### src/rtl/gbalu_core.sv
// gbalu_core: register file plus Z/N/H/C ALU with valid/ready handshake and multi-cycle rotate.
module gbalu_core #(
    parameter int WIDTH = 8,
    parameter int NREGS = 8
) (
    input  logic             clock,
    input  logic             reset,
    input  logic [7:0]       instruction,
    input  logic [WIDTH-1:0] data,
    input  logic             valid,
    output logic             ready,
    output logic [WIDTH-1:0] probe,
    output logic [3:0]       flags,
    output logic             done
);
    localparam int KW = $clog2(WIDTH);
    typedef enum logic {IDLE, ROT} state_t;
    state_t state_q, state_d;
    logic [WIDTH-1:0] regs_q [NREGS];
    logic [WIDTH-1:0] regs_d [NREGS];
    logic [3:0] flags_q, flags_d;
    logic [KW-1:0] cnt_q, cnt_d;
    logic done_q, done_d;
    logic [1:0] cls;
    logic [2:0] op, r;
    logic [KW-1:0] k;
    logic [WIDTH-1:0] a, rd, b, rol, alu_res;
    logic [WIDTH:0] sum, diff;
    logic [4:0] hsum, hdiff;
    logic cin, alu_n, alu_h, alu_c;
    assign cls = instruction[7:6];
    assign op = instruction[5:3];
    assign r = instruction[2:0];
    assign k = data[KW-1:0];
    assign a = regs_q[0];
    assign rol = {a[WIDTH-2:0], a[WIDTH-1]};
    assign b = (cls == 2'b01) ? rd : data;
    assign cin = op[0] & ~op[2] & flags_q[0];
    assign sum = {1'b0, a} + {1'b0, b} + (WIDTH+1)'(cin);
    assign diff = {1'b0, a} - {1'b0, b} - (WIDTH+1)'(cin);
    assign hsum = {1'b0, a[3:0]} + {1'b0, b[3:0]} + 5'(cin);
    assign hdiff = {1'b0, a[3:0]} - {1'b0, b[3:0]} - 5'(cin);
    assign ready = (state_q == IDLE);
    assign probe = a;
    assign flags = flags_q;
    assign done = done_q;
    always_comb begin
        rd = '0;
        for (int i = 0; i < NREGS; i++) if (r == 3'(i)) rd = regs_q[i];
    end
    always_comb begin
        alu_res = sum[WIDTH-1:0];
        alu_n = 1'b0;
        alu_h = hsum[4];
        alu_c = sum[WIDTH];
        case (op)
            3'd2, 3'd3, 3'd7: begin
                alu_res = diff[WIDTH-1:0];
                alu_n = 1'b1;
                alu_h = hdiff[4];
                alu_c = diff[WIDTH];
            end
            3'd4: begin alu_res = a & b; alu_h = 1'b1; alu_c = 1'b0; end
            3'd5: begin alu_res = a ^ b; alu_h = 1'b0; alu_c = 1'b0; end
            3'd6: begin alu_res = a | b; alu_h = 1'b0; alu_c = 1'b0; end
            default: ;
        endcase
    end
    always_comb begin
        regs_d = regs_q;
        flags_d = flags_q;
        state_d = state_q;
        cnt_d = cnt_q;
        done_d = 1'b0;
        if (state_q == ROT) begin
            regs_d[0] = rol;
            cnt_d = cnt_q - KW'(1);
            if (cnt_q == KW'(1)) begin
                flags_d = {rol == '0, 2'b00, a[WIDTH-1]};
                state_d = IDLE;
                done_d = 1'b1;
            end
        end else if (valid) begin
            done_d = 1'b1;
            case (cls)
                2'b00: for (int i = 0; i < NREGS; i++) if (r == 3'(i)) regs_d[i] = data;
                2'b01, 2'b10: begin
                    flags_d = {alu_res == '0, alu_n, alu_h, alu_c};
                    if (op != 3'd7) regs_d[0] = alu_res;
                end
                default: if (op == 3'd0) begin
                    if (k == '0) flags_d = {a == '0, 3'b000};
                    else begin
                        state_d = ROT;
                        cnt_d = k;
                        done_d = 1'b0;
                    end
                end
            endcase
        end
    end
    always_ff @(posedge clock) begin
        if (reset) begin
            regs_q <= '{default: '0};
            flags_q <= '0;
            state_q <= IDLE;
            cnt_q <= '0;
            done_q <= 1'b0;
        end else begin
            regs_q <= regs_d;
            flags_q <= flags_d;
            state_q <= state_d;
            cnt_q <= cnt_d;
            done_q <= done_d;
        end
    end
endmodule

### config.mk
export PLATFORM = sky130hd
export DESIGN_NAME = gbalu_core
export DESIGN_NICKNAME = d
export VERILOG_FILES = /design/src/rtl/gbalu_core.sv
export SDC_FILE = /design/constraint.sdc
export NUM_CORES = 1
export LEC_CHECK = 0
export ABC_CLOCK_PERIOD_IN_PS = 10130
export CAP_MARGIN = 20
export CELL_PAD_IN_SITES_DETAIL_PLACEMENT = 0
export CELL_PAD_IN_SITES_GLOBAL_PLACEMENT = 2
export CORE_AREA = 4 4 128 130
export DETAILED_ROUTE_END_ITERATION = 8
export DIE_AREA = 0 0 132 134
export GPL_TIMING_DRIVEN = 0
export PLACE_DENSITY_LB_ADDON = 0.2
export SLEW_MARGIN = 40
export SYNTH_ARGS = -nofsm -noshare
export SYNTH_HDL_FRONTEND = slang
export SYNTH_SLANG_ARGS = --single-unit
### constraint.sdc
create_clock -name clock -period 10.13 [get_ports clock]
set_input_delay 3.039 -clock clock [delete_from_list [all_inputs] [get_ports clock]]
set_output_delay 3.039 -clock clock [all_outputs]
set_load 0.03 [all_outputs]
# Yosys cells after proc, flatten, opt, wreduce, memory -nomap -nowiden
# Index checks and enable logic that the tools add are counted.
word_totals:
  output_inout_bits: 14
  memories: 0
  input_bits: 19
  rom_bits: 0
  ff_bits: 73
  latchBits: 0
  ramBits: 0
  word_cells: 127
classes:
  shift: 0
  addsub: 9
  n_lt_le_gt_ge: 0
  n_reduce_logical: 27
  n_bitwise: 7
  n_mux: 49
  n_div: 0
  mul: 0
  n_eq_ne: 23
ops:
  columns: ["cell", "count"]
  rows:
  - ["two-way mux 8 bit", 19]
  - ["two-way mux 64 bit", 1]
  - ["two-way mux 56 bit", 1]
  - ["AND reduction 4 bit", 9]
  - ["case mux 8 bit (4 select lines)", 1]
  - ["equality test 3 bit, second input constant", 8]
  - ["zero test 8 bit", 3]
  - ["two-way mux 4 bit", 5]
  - ["case mux 8 bit (2 select lines)", 1]
  - ["two-way mux 3 bit", 5]
  - ["two-way mux 1 bit", 13]
  - ["equality test 3 x 2 -> 1 bit, second input constant", 4]
  - ["adder 8 x 8 -> 9 bit", 1]
  - ["adder 9 x 1 -> 9 bit", 1]
  - ["zero test 3 bit", 3]
  - ["inequality test 3 bit, second input constant", 3]
  - ["nonzero test 3 bit", 3]
  - ["OR reduction 3 bit", 3]
  - ["subtractor 8 x 8 -> 9 bit", 1]
  - ["subtractor 9 x 1 -> 9 bit", 1]
  - ["bitwise AND 8 bit", 1]
  - ["OR 8 bit", 1]
  - ["case mux 4 bit (2 select lines)", 1]
  - ["bitwise XOR 8 bit", 1]
  - ["18 further kinds", 25]

# Longest topological paths before layout
# Gate-level depths: netlist (run 1).
depth:
  depth_word: 17
  mapped_depth: 19
  mapped_depth_nobuf: 17

# Least setup slack after synthesis (run 1)
# OpenSTA, ideal clock, no wires.
synth_timing:
  path_type: "input port to flip-flop"
  start: "in instruction[1]"
  end: "reg regs_q (netlist bit probe[4])"
  stages: 18
  setup_ns: 0.135
  path_slack_ns: 3.789
  n_path_buf: 2
  required_time_ns: 9.995
  arrival_ns: 6.206
  path_cell_list: "buf_2 nor2b_1 clkbuf_1 a22o_1 nand2_1 o221ai_1 a22o_1 mux2_2 ha_1 inv_1 ha_1 a21boi_2 nor2_2 xor2_1 o221ai_1 mux2_2 a221oi_1 a211oi_1"
synth_via:
  elab_chain_cells: 17
  word_cells_on_any_way: 31
  cone_classes: "add/sub: 4; eq/ne: 8; mux: 14; bitwise: 3; reduce/logical: 2"
synth_lines:
  columns: ["item", "line_no", "source"]
  rows:
  - ["from (decl)", "8", "input logic [7:0] instruction,"]
  - ["zero test 3 bit", "49, 86", null]
  - ["two-way mux 8 bit (8 in a row)", "49", "for (int i = 0; i < NREGS; i++) if (r == 3'(i)) rd = regs_q[i];"]
  - ["two-way mux 8 bit", "37", "assign b = (cls == 2'b01) ? rd : data;"]
  - ["adder 8 x 8 -> 9 bit or subtractor 8 x 8 -> 9 bit (tied branches)", "39, 40", null]
  - ["adder 9 x 1 -> 9 bit or subtractor 9 x 1 -> 9 bit (tied branches)", "39, 40", null]
  - ["case mux 8 bit (4 select lines)", "56", "case (op)"]
  - ["two-way mux 8 bit", "89", "if (op != 3'd7) regs_d[0] = alu_res;"]
  - ["case mux 8 bit (2 select lines)", "85", "case (cls)"]
  - ["two-way mux 64 bit", "83", "end else if (valid) begin"]
  - ["two-way mux 8 bit", "75", "if (state_q == ROT) begin"]
  - ["to (signal assigned)", "110", "regs_q <= regs_d;"]
  - ["to (decl)", "19", "logic [WIDTH-1:0] regs_q [NREGS];"]
# Parallel ways exist; a longest one is shown, timed or not. The select of a mux whose other input is x is not followed.
# A chain may end at the register's enable or synchronous reset.

# Worst setup path after layout (run 1)
layout_timing:
  start: "in instruction[2]"
  end: "reg regs_q (netlist bit probe[4])"
# The elaborated chain is that of the path after synthesis.

==> results of run 1 <==
## area by class of cell
class	count	area share, %
Tap cell	188	3.93
Inverter	43	2.70
Clock inverter	6	1.15
Sequential cell	73	24.4
Multi-Input combinational cell	446	55.5
Clock buffer	10	3.82
Timing Repair Buffer	22	3.68
Buffer	53	4.76
## worst max-delay path, cell delays in order
cell,delay (ns)
sky130_fd_sc_hd__clkdlybuf4s50_1,0.50
sky130_fd_sc_hd__clkbuf_1,0.33
sky130_fd_sc_hd__buf_2,0.32
sky130_fd_sc_hd__o221ai_1,0.24
sky130_fd_sc_hd__a22o_1,0.24
sky130_fd_sc_hd__mux2_2,0.31
sky130_fd_sc_hd__ha_1,0.39
sky130_fd_sc_hd__inv_1,0.10
sky130_fd_sc_hd__ha_1,0.38
sky130_fd_sc_hd__a21boi_2,0.21
sky130_fd_sc_hd__nor2_2,0.14
sky130_fd_sc_hd__xor2_1,0.18
sky130_fd_sc_hd__o221ai_1,0.18
sky130_fd_sc_hd__mux2_2,0.30
sky130_fd_sc_hd__a221oi_1,0.26
sky130_fd_sc_hd__a211oi_1,0.08
## cells in the final DEF (no fill, tap or decap), types with 9 or more instances in the layout
master                            netlist  routed
sky130_fd_sc_hd__nor2_1                87      87
sky130_fd_sc_hd__inv_1                 42      42
sky130_fd_sc_hd__a211oi_1              11      11
sky130_fd_sc_hd__dfxtp_1               73      73
sky130_fd_sc_hd__ha_1                  35      35
sky130_fd_sc_hd__nand3_1               15      15
sky130_fd_sc_hd__clkbuf_16              0       9
sky130_fd_sc_hd__mux2i_1               67      67
sky130_fd_sc_hd__buf_2                 15      15
sky130_fd_sc_hd__buf_4                 12      12
sky130_fd_sc_hd__a21oi_1               30      30
sky130_fd_sc_hd__clkdlybuf4s50_1        0      22
sky130_fd_sc_hd__a22o_1                10      10
sky130_fd_sc_hd__nand2_1               36      36
sky130_fd_sc_hd__o21ai_0               26      26
sky130_fd_sc_hd__clkbuf_1              23      24
## state kept, by name, indices dropped and copies added, names as in the netlist
name and count:
regs_q 56, probe 8, flags 4, cnt_q 3, done 1, state_q 1
## worst max-delay path by stage
stage | end | cells past startpoint
2_1_floorplan | probe[4] | 18
3_3_place_gp | probe[4] | 16
3_5_place_dp | probe[4] | 16
4_1_cts | probe[4] | 16
5_1_grt | probe[7] | 16
6_report | probe[4] | 16
## logic make-up (layout without fill, tap and decap cells)
family | Yosys count | after routing
compound gates | 136 | 136
xor+xnor | 10 | 10
fa+ha+maj | 39 | 39
buf+inv | 96 | 134
flops | 73 | 73
mux | 78 | 78
simple gates | 183 | 183
## power breakdown
part	internal (mW)	switching, mW	total (mW)	leakage (nW)
Clock	0.192	0.127	0.318	0.143
Combinational	0.0988	0.146	0.245	1.76
Sequential	0.293	0.0106	0.304	0.590
Total	0.584	0.283	0.867	2.49
## cells in the mapped netlist, types with 10 or more instances
cell type	instances
sky130_fd_sc_hd__ha_1	35
sky130_fd_sc_hd__dfxtp_1	73
sky130_fd_sc_hd__nand2_1	36
sky130_fd_sc_hd__o21ai_0	26
sky130_fd_sc_hd__a22o_1	10
sky130_fd_sc_hd__clkbuf_1	23
sky130_fd_sc_hd__a211oi_1	11
sky130_fd_sc_hd__buf_2	15
sky130_fd_sc_hd__a21oi_1	30
sky130_fd_sc_hd__nor2_1	87
sky130_fd_sc_hd__buf_4	12
sky130_fd_sc_hd__mux2i_1	67
sky130_fd_sc_hd__nand3_1	15
sky130_fd_sc_hd__inv_1	42
## routing by layer
metal	up-vias	track usage [%]
met5	-	0
met4	0	4.96
met3	18	3.04
met2	89	30.6
met1	2169	25.2
li1	2224	-
==> flow_metrics.py, run 1 <==
metrics = {
    "run_status": {
        "status": "completed",
    },
    "synthesis": {
        "synth_seq_area_share_pct": 27.9,
        "synth_top_cells_by_area": "sky130_fd_sc_hd__dfxtp_1 28%, sky130_fd_sc_hd__mux2i_1 13%, sky130_fd_sc_hd__ha_1 8.4%",
        "synthesis.area_um2": 5230,
        "synth_top_family_by_area": "compound AO/OA/AOI/OAI gates",
        "synth_cell_type_count": 74,
        "netlist.top_cell.by_area": "sky130_fd_sc_hd__dfxtp_1",
        "synth_fa_ha_area_share_pct": 9.90,
        "synth.yosys.warnings": 0,
        "yosys.area_share.simple_pct": 16.4,
        "synth_xor_area_share_pct": 1.67,
        "synth-async-reset-ratio_pct": 0,
        "synth.avg_cell_area_um2": 8.51,
        "register_bit_total_from_synthesis": 73,
        "share_of_synthesized_area_spent_on_multiplexers_pct": 16.1,
        "synth_largest_type_area_fraction_pct": 27.9,
        "synth_edf_count": 0,
        "synth_flop_cell": "sky130_fd_sc_hd__dfxtp_1",
        "syn-num-nets": 673,
        "netlist_instances": 615,
        "synth-compound-area-share_pct": 19.4,
    },
    "timing": {
        "setup_repair_after_global_routing_missed_its_margin": "false",
        "actual_transition_at_the_worst_max_transition_pin_ns": 0.732,
        "fmaxAchievable_ghz": 0.143,
        "setup_ws_ns": 3.13,
        "worst_hold_slack_ns": 0.457,
        "period_needed_ns": 7.00,
        "total_negative_setup_slack_ns": 0,
        "hold_viol_final": 0,
        "fin_worst_skew_ns": 0.00347,
        "relSlewSlack_pct": 51.2,
        "final.period_utilization_pct": 69.1,
        "report.final.setup_viol": 0,
        "timing_max_transition_violations_final": 0,
    },
    "placed_design": {
        "worst_slack_after_detailed_placement_ns": 2.80,
        "post_dp_cell_area_um2": 5690,
        "dp.cells": 825,
        "place.gp.congestion": 0.825,
        "portBuffers": 22,
        "dp_hpwl_mm": 12.5,
    },
    "routing": {
        "wl_met2_mm": 7.71,
        "routed_wirelength_mm": 16.4,
        "drt-initial-drc-count": 293,
        "route.met3.wl_um": 655,
        "ant_nets": 0,
        "route.vias.total": 4500,
        "route.layer.met1.wl_mm": 7.70,
        "routed.top_layer": "met4",
        "detail_route.wl_per_cell_um": 19.5,
        "vias_per_cell": 5.35,
        "drt_drc_violations_left": 0,
        "first_pass_iteration_count_of_the_detailed_router": 5,
    },
    "floorplanning": {
        "initial_utilization_pct": 34.6,
        "die-area_um2": 17700,
        "die_w_um": 132,
        "die_y_um": 134,
        "num_rows": 45,
        "top_level_ports": 33,
        "floorplan.core_area_um2": 15100,
    },
    "global_route": {
        "pin_count_of_the_biggest_net_entering_global_routing": 14,
        "first_global_vias": 4472,
        "grt_antenna_before_repair": 0,
        "globalRouteTotalUtil_pct": 18.5,
        "gr_overflow_total": 0,
        "grt_pass1_wl_mm": 25.5,
    },
    "worst_setup_path": {
        "kind_of_launch_point_of_the_worst_setup_path": "primary input",
        "timing.reg2reg.setup_slack_ns": 6.18,
        "critPathRequiredTime_ns": 10.32,
        "end_kind": "flop",
        "startpoint_of_the_most_critical_register_to_register_path": "probe[4]",
        "worst_ep_arrival_time_ns": 7.19,
        "cp-startpoint": "instruction[2]",
        "worstSetupPathType": "primary input to flop",
        "reg2reg_capture_point": "probe[7]",
        "worst_r2r_path_depth": 16,
        "cp_max_fo": 10,
    },
    "power": {
        "power-per-cell-area_nw_per_um2": 145,
        "total_power_uw": 867,
        "static-leakage-power_nw": 2.49,
        "vdd_drop_max_v": 0.000105,
    },
    "clock_network": {
        "post_cts.repair.setup_buffers": 0,
        "number_of_clock_buffers_inserted_by_tritoncts": 9,
        "root_buffer": "sky130_fd_sc_hd__clkbuf_16",
        "cts_hold_buf": 0,
        "worst_setup_hold_path_clk_slew_ns": 0.06,
        "cts_max_path_buffers": 2,
        "insertion_delay_ns": 0.33,
        "cts_htree_levels": 3,
        "clkSinkCount": 73,
        "clock_tree_from_tritoncts": "built",
        "postCtsResizedCells": 0,
    },
    "layout": {
        "drive_above_1_share_pct": 12.7,
        "finalCoreUtilization_pct": 39.5,
        "fin_area_um2": 5990,
        "num_antenna_cells": 0,
        "finalNonFillerCells": 841,
        "final.fill_count": 1592,
        "area.growth.synth_to_final_pct": 14.4,
        "nets": 706,
        "multi_input_comb_area_um2": 3330,
        "sequential_cell_area_um2": 1460,
    },
    "run": {
        "max_cap_viol_count": 0,
    },
    "hold_path": {
        "whs_endpoint": "regs_q[52]",
        "hp-start": "regs_q[52]",
        "worst_hold_path.num_cells": 2,
        "min_path_type": "flop to flop",
    },
}
(Power assumes the default switching activity.)
==> run 2: changes to the inputs <==
- ABC_CLOCK_PERIOD_IN_PS: 10130 -> 7100
- clock period: 10.13 -> 7.1 ns (I/O delays scaled with it)
==> results of run 2 <==
The final DEF is identical to that of run 1. Status: completed.
Main changes from that run: setup slack after placement 2.80 ns -> 0.680 ns; setup slack after layout 3.13 ns -> 1.01 ns; register-to-register setup slack 6.18 ns -> 3.15 ns; total power 0.867 mW -> 1.24 mW; worst IR drop on VDD 0.000105 V -> 0.000150 V
==> run 3: changes to the inputs <==
- CELL_PAD_IN_SITES_DETAIL_PLACEMENT: 0 -> not set
- CELL_PAD_IN_SITES_GLOBAL_PLACEMENT: 2 -> not set
==> flow_metrics.py, run 3 (synthesis gave the netlist of run 1 again) <==
metrics = {
    "layout": {
        "num_antenna_cells": 0,
        "nets": 706,
        "multi_input_comb_area_um2": 3330,
        "max_reg_flops": 56,
        "final_cell_mix": "87 x sky130_fd_sc_hd__nor2_1, 73 x sky130_fd_sc_hd__dfxtp_1, 67 x sky130_fd_sc_hd__mux2i_1",
        "sequential_cell_area_um2": 1460,
        "area.growth.synth_to_final_pct": 14.3,
        "drive_above_1_share_pct": 12.7,
        "final.fill_count": 1545,
        "layout.cells.most_common": "sky130_fd_sc_hd__nor2_1",
        "register_with_the_most_flip_flops": "regs_q",
    },
    "timing": {
        "setup_ws_ns": 1.04,
        "final.period_utilization_pct": 85.4,
        "relSlewSlack_pct": 53.5,
        "report.final.setup_viol": 0,
        "fmaxAchievable_ghz": 0.165,
        "total_negative_setup_slack_ns": 0,
        "setup_repair_after_global_routing_missed_its_margin": "false",
        "timing_max_transition_violations_final": 0,
        "period_needed_ns": 6.06,
        "fin_worst_skew_ns": 0.00555,
        "actual_transition_at_the_worst_max_transition_pin_ns": 0.697,
        "hold_viol_final": 0,
    },
    "clock_network": {
        "postCtsResizedCells": 0,
        "insertion_delay_ns": 0.34,
        "root_buffer": "sky130_fd_sc_hd__clkbuf_16",
        "cts_htree_levels": 3,
        "cts_max_path_buffers": 2,
        "worst_setup_hold_path_clk_slew_ns": 0.06,
        "clock_tree_from_tritoncts": "built",
        "post_cts.repair.setup_buffers": 0,
        "clkSinkCount": 73,
        "number_of_clock_buffers_inserted_by_tritoncts": 9,
        "cts_hold_buf": 0,
    },
    "global_route": {
        "grt_pass1_wl_mm": 25.1,
        "gr_overflow_total": 0,
        "first_global_vias": 4556,
        "globalRouteTotalUtil_pct": 17.8,
        "pin_count_of_the_biggest_net_entering_global_routing": 13,
        "grt_antenna_before_repair": 0,
    },
    "worst_setup_path": {
        "worstSetupPathType": "primary input to flop",
        "critPathRequiredTime_ns": 7.30,
        "kind_of_launch_point_of_the_worst_setup_path": "primary input",
        "cp_max_fo": 10,
        "worst_ep_arrival_time_ns": 6.26,
        "timing.reg2reg.setup_slack_ns": 3.19,
        "end_kind": "flop",
    },
    "routing": {
        "route.met3.wl_um": 721,
        "route.layer.met1.wl_mm": 7.37,
        "first_pass_iteration_count_of_the_detailed_router": 5,
        "routed.top_layer": "met4",
        "detail_route.wl_per_cell_um": 18.7,
        "drt-initial-drc-count": 296,
        "vias_per_cell": 5.43,
        "route.vias.total": 4560,
        "drt_drc_violations_left": 0,
        "wl_met2_mm": 7.25,
        "ant_nets": 0,
        "routed_wirelength_mm": 15.7,
    },
    "floorplanning": {
        "num_rows": 45,
        "die-area_um2": 17700,
        "top_level_ports": 33,
        "die_w_um": 132,
        "die_y_um": 134,
        "floorplan.core_area_um2": 15100,
        "initial_utilization_pct": 34.6,
    },
    "power": {
        "static-leakage-power_nw": 2.49,
        "vdd_drop_max_v": 0.000116,
        "comb_pwr_share_pct": 28.4,
        "switchingPower_uw": 396,
        "power-per-cell-area_nw_per_um2": 204,
        "power.share.switching_pct": 32.5,
        "sequentialPowerShare_pct": 35.5,
        "p_clk_share_pct": 36.0,
        "power.internal_uw": 824,
    },
    "placed_design": {
        "portBuffers": 22,
        "worst_slack_after_detailed_placement_ns": 0.675,
        "dp_hpwl_mm": 12.0,
        "place.gp.congestion": 0.907,
    },
    "run": {
        "max_cap_viol_count": 0,
    },
    "hold_path": {
        "min_path_type": "flop to flop",
    },
    "run_status": {
        "status": "completed",
    },
}
## run 3: per-stage QoR
step | hold WS (ns) | area [um^2] | power, mW | util (%) | cells
after floorplan | 0.433 | 5230 | 0.691 | - | 615
after global placement | 0.444 | 5690 | 0.782 | 37.6 | 825
after detailed placement | 0.449 | 5690 | 0.788 | 37.6 | 825
after CTS | 0.457 | 5980 | 1.23 | 39.5 | 840
after global routing | 0.476 | 5980 | 1.28 | 39.5 | 840
final | 0.456 | 5980 | 1.22 | 39.5 | 840
## run 3: worst paths after layout
check / from / to / cells after the start
setup / recovery: instruction[2] / probe[4] / 16
hold / removal: regs_q[53] / regs_q[53] / 2
setup reg to reg: probe[3] / probe[4] / 16
hold reg to reg: regs_q[53] / regs_q[53] / 2
## run 3: layout make-up
class                   instances  area share (%)
repair buffers                 22            3.68
plain buffers                  53            4.77
flip-flops and latches         73            24.4
multi-input cells             446            55.6
inverters                      43            2.70
clock inverters                 3           0.418
clock buffers                  12            4.46
well taps                     188            3.93
## run 3: power by group through the flow
stage	sequential, mW	combinational (mW)	clock (mW)
after CTS	0.434	0.347	0.447
after detailed placement	0.443	0.345	0
after global routing	0.435	0.381	0.464
after global placement	0.442	0.340	0
final	0.434	0.347	0.439
after floorplan	0.439	0.252	0
## run 3: per-layer routing
metal	up-vias	global-route usage (%)
met5	-	0
met4	0	6.30
met3	30	3.11
met2	129	28.8
met1	2169	24.0
li1	2232	-
## run 3: critical path, stage by stage
cell and delay [ns]:
sky130_fd_sc_hd__clkdlybuf4s50_1 0.53, sky130_fd_sc_hd__clkbuf_1 0.33, sky130_fd_sc_hd__buf_2 0.31, sky130_fd_sc_hd__o221ai_1 0.20
sky130_fd_sc_hd__a22o_1 0.23, sky130_fd_sc_hd__mux2_2 0.31, sky130_fd_sc_hd__ha_1 0.38, sky130_fd_sc_hd__inv_1 0.10
sky130_fd_sc_hd__ha_1 0.38, sky130_fd_sc_hd__a21boi_2 0.21, sky130_fd_sc_hd__nor2_2 0.15, sky130_fd_sc_hd__xor2_1 0.16
sky130_fd_sc_hd__o221ai_1 0.18, sky130_fd_sc_hd__mux2_2 0.31, sky130_fd_sc_hd__a221oi_1 0.27, sky130_fd_sc_hd__a211oi_1 0.08
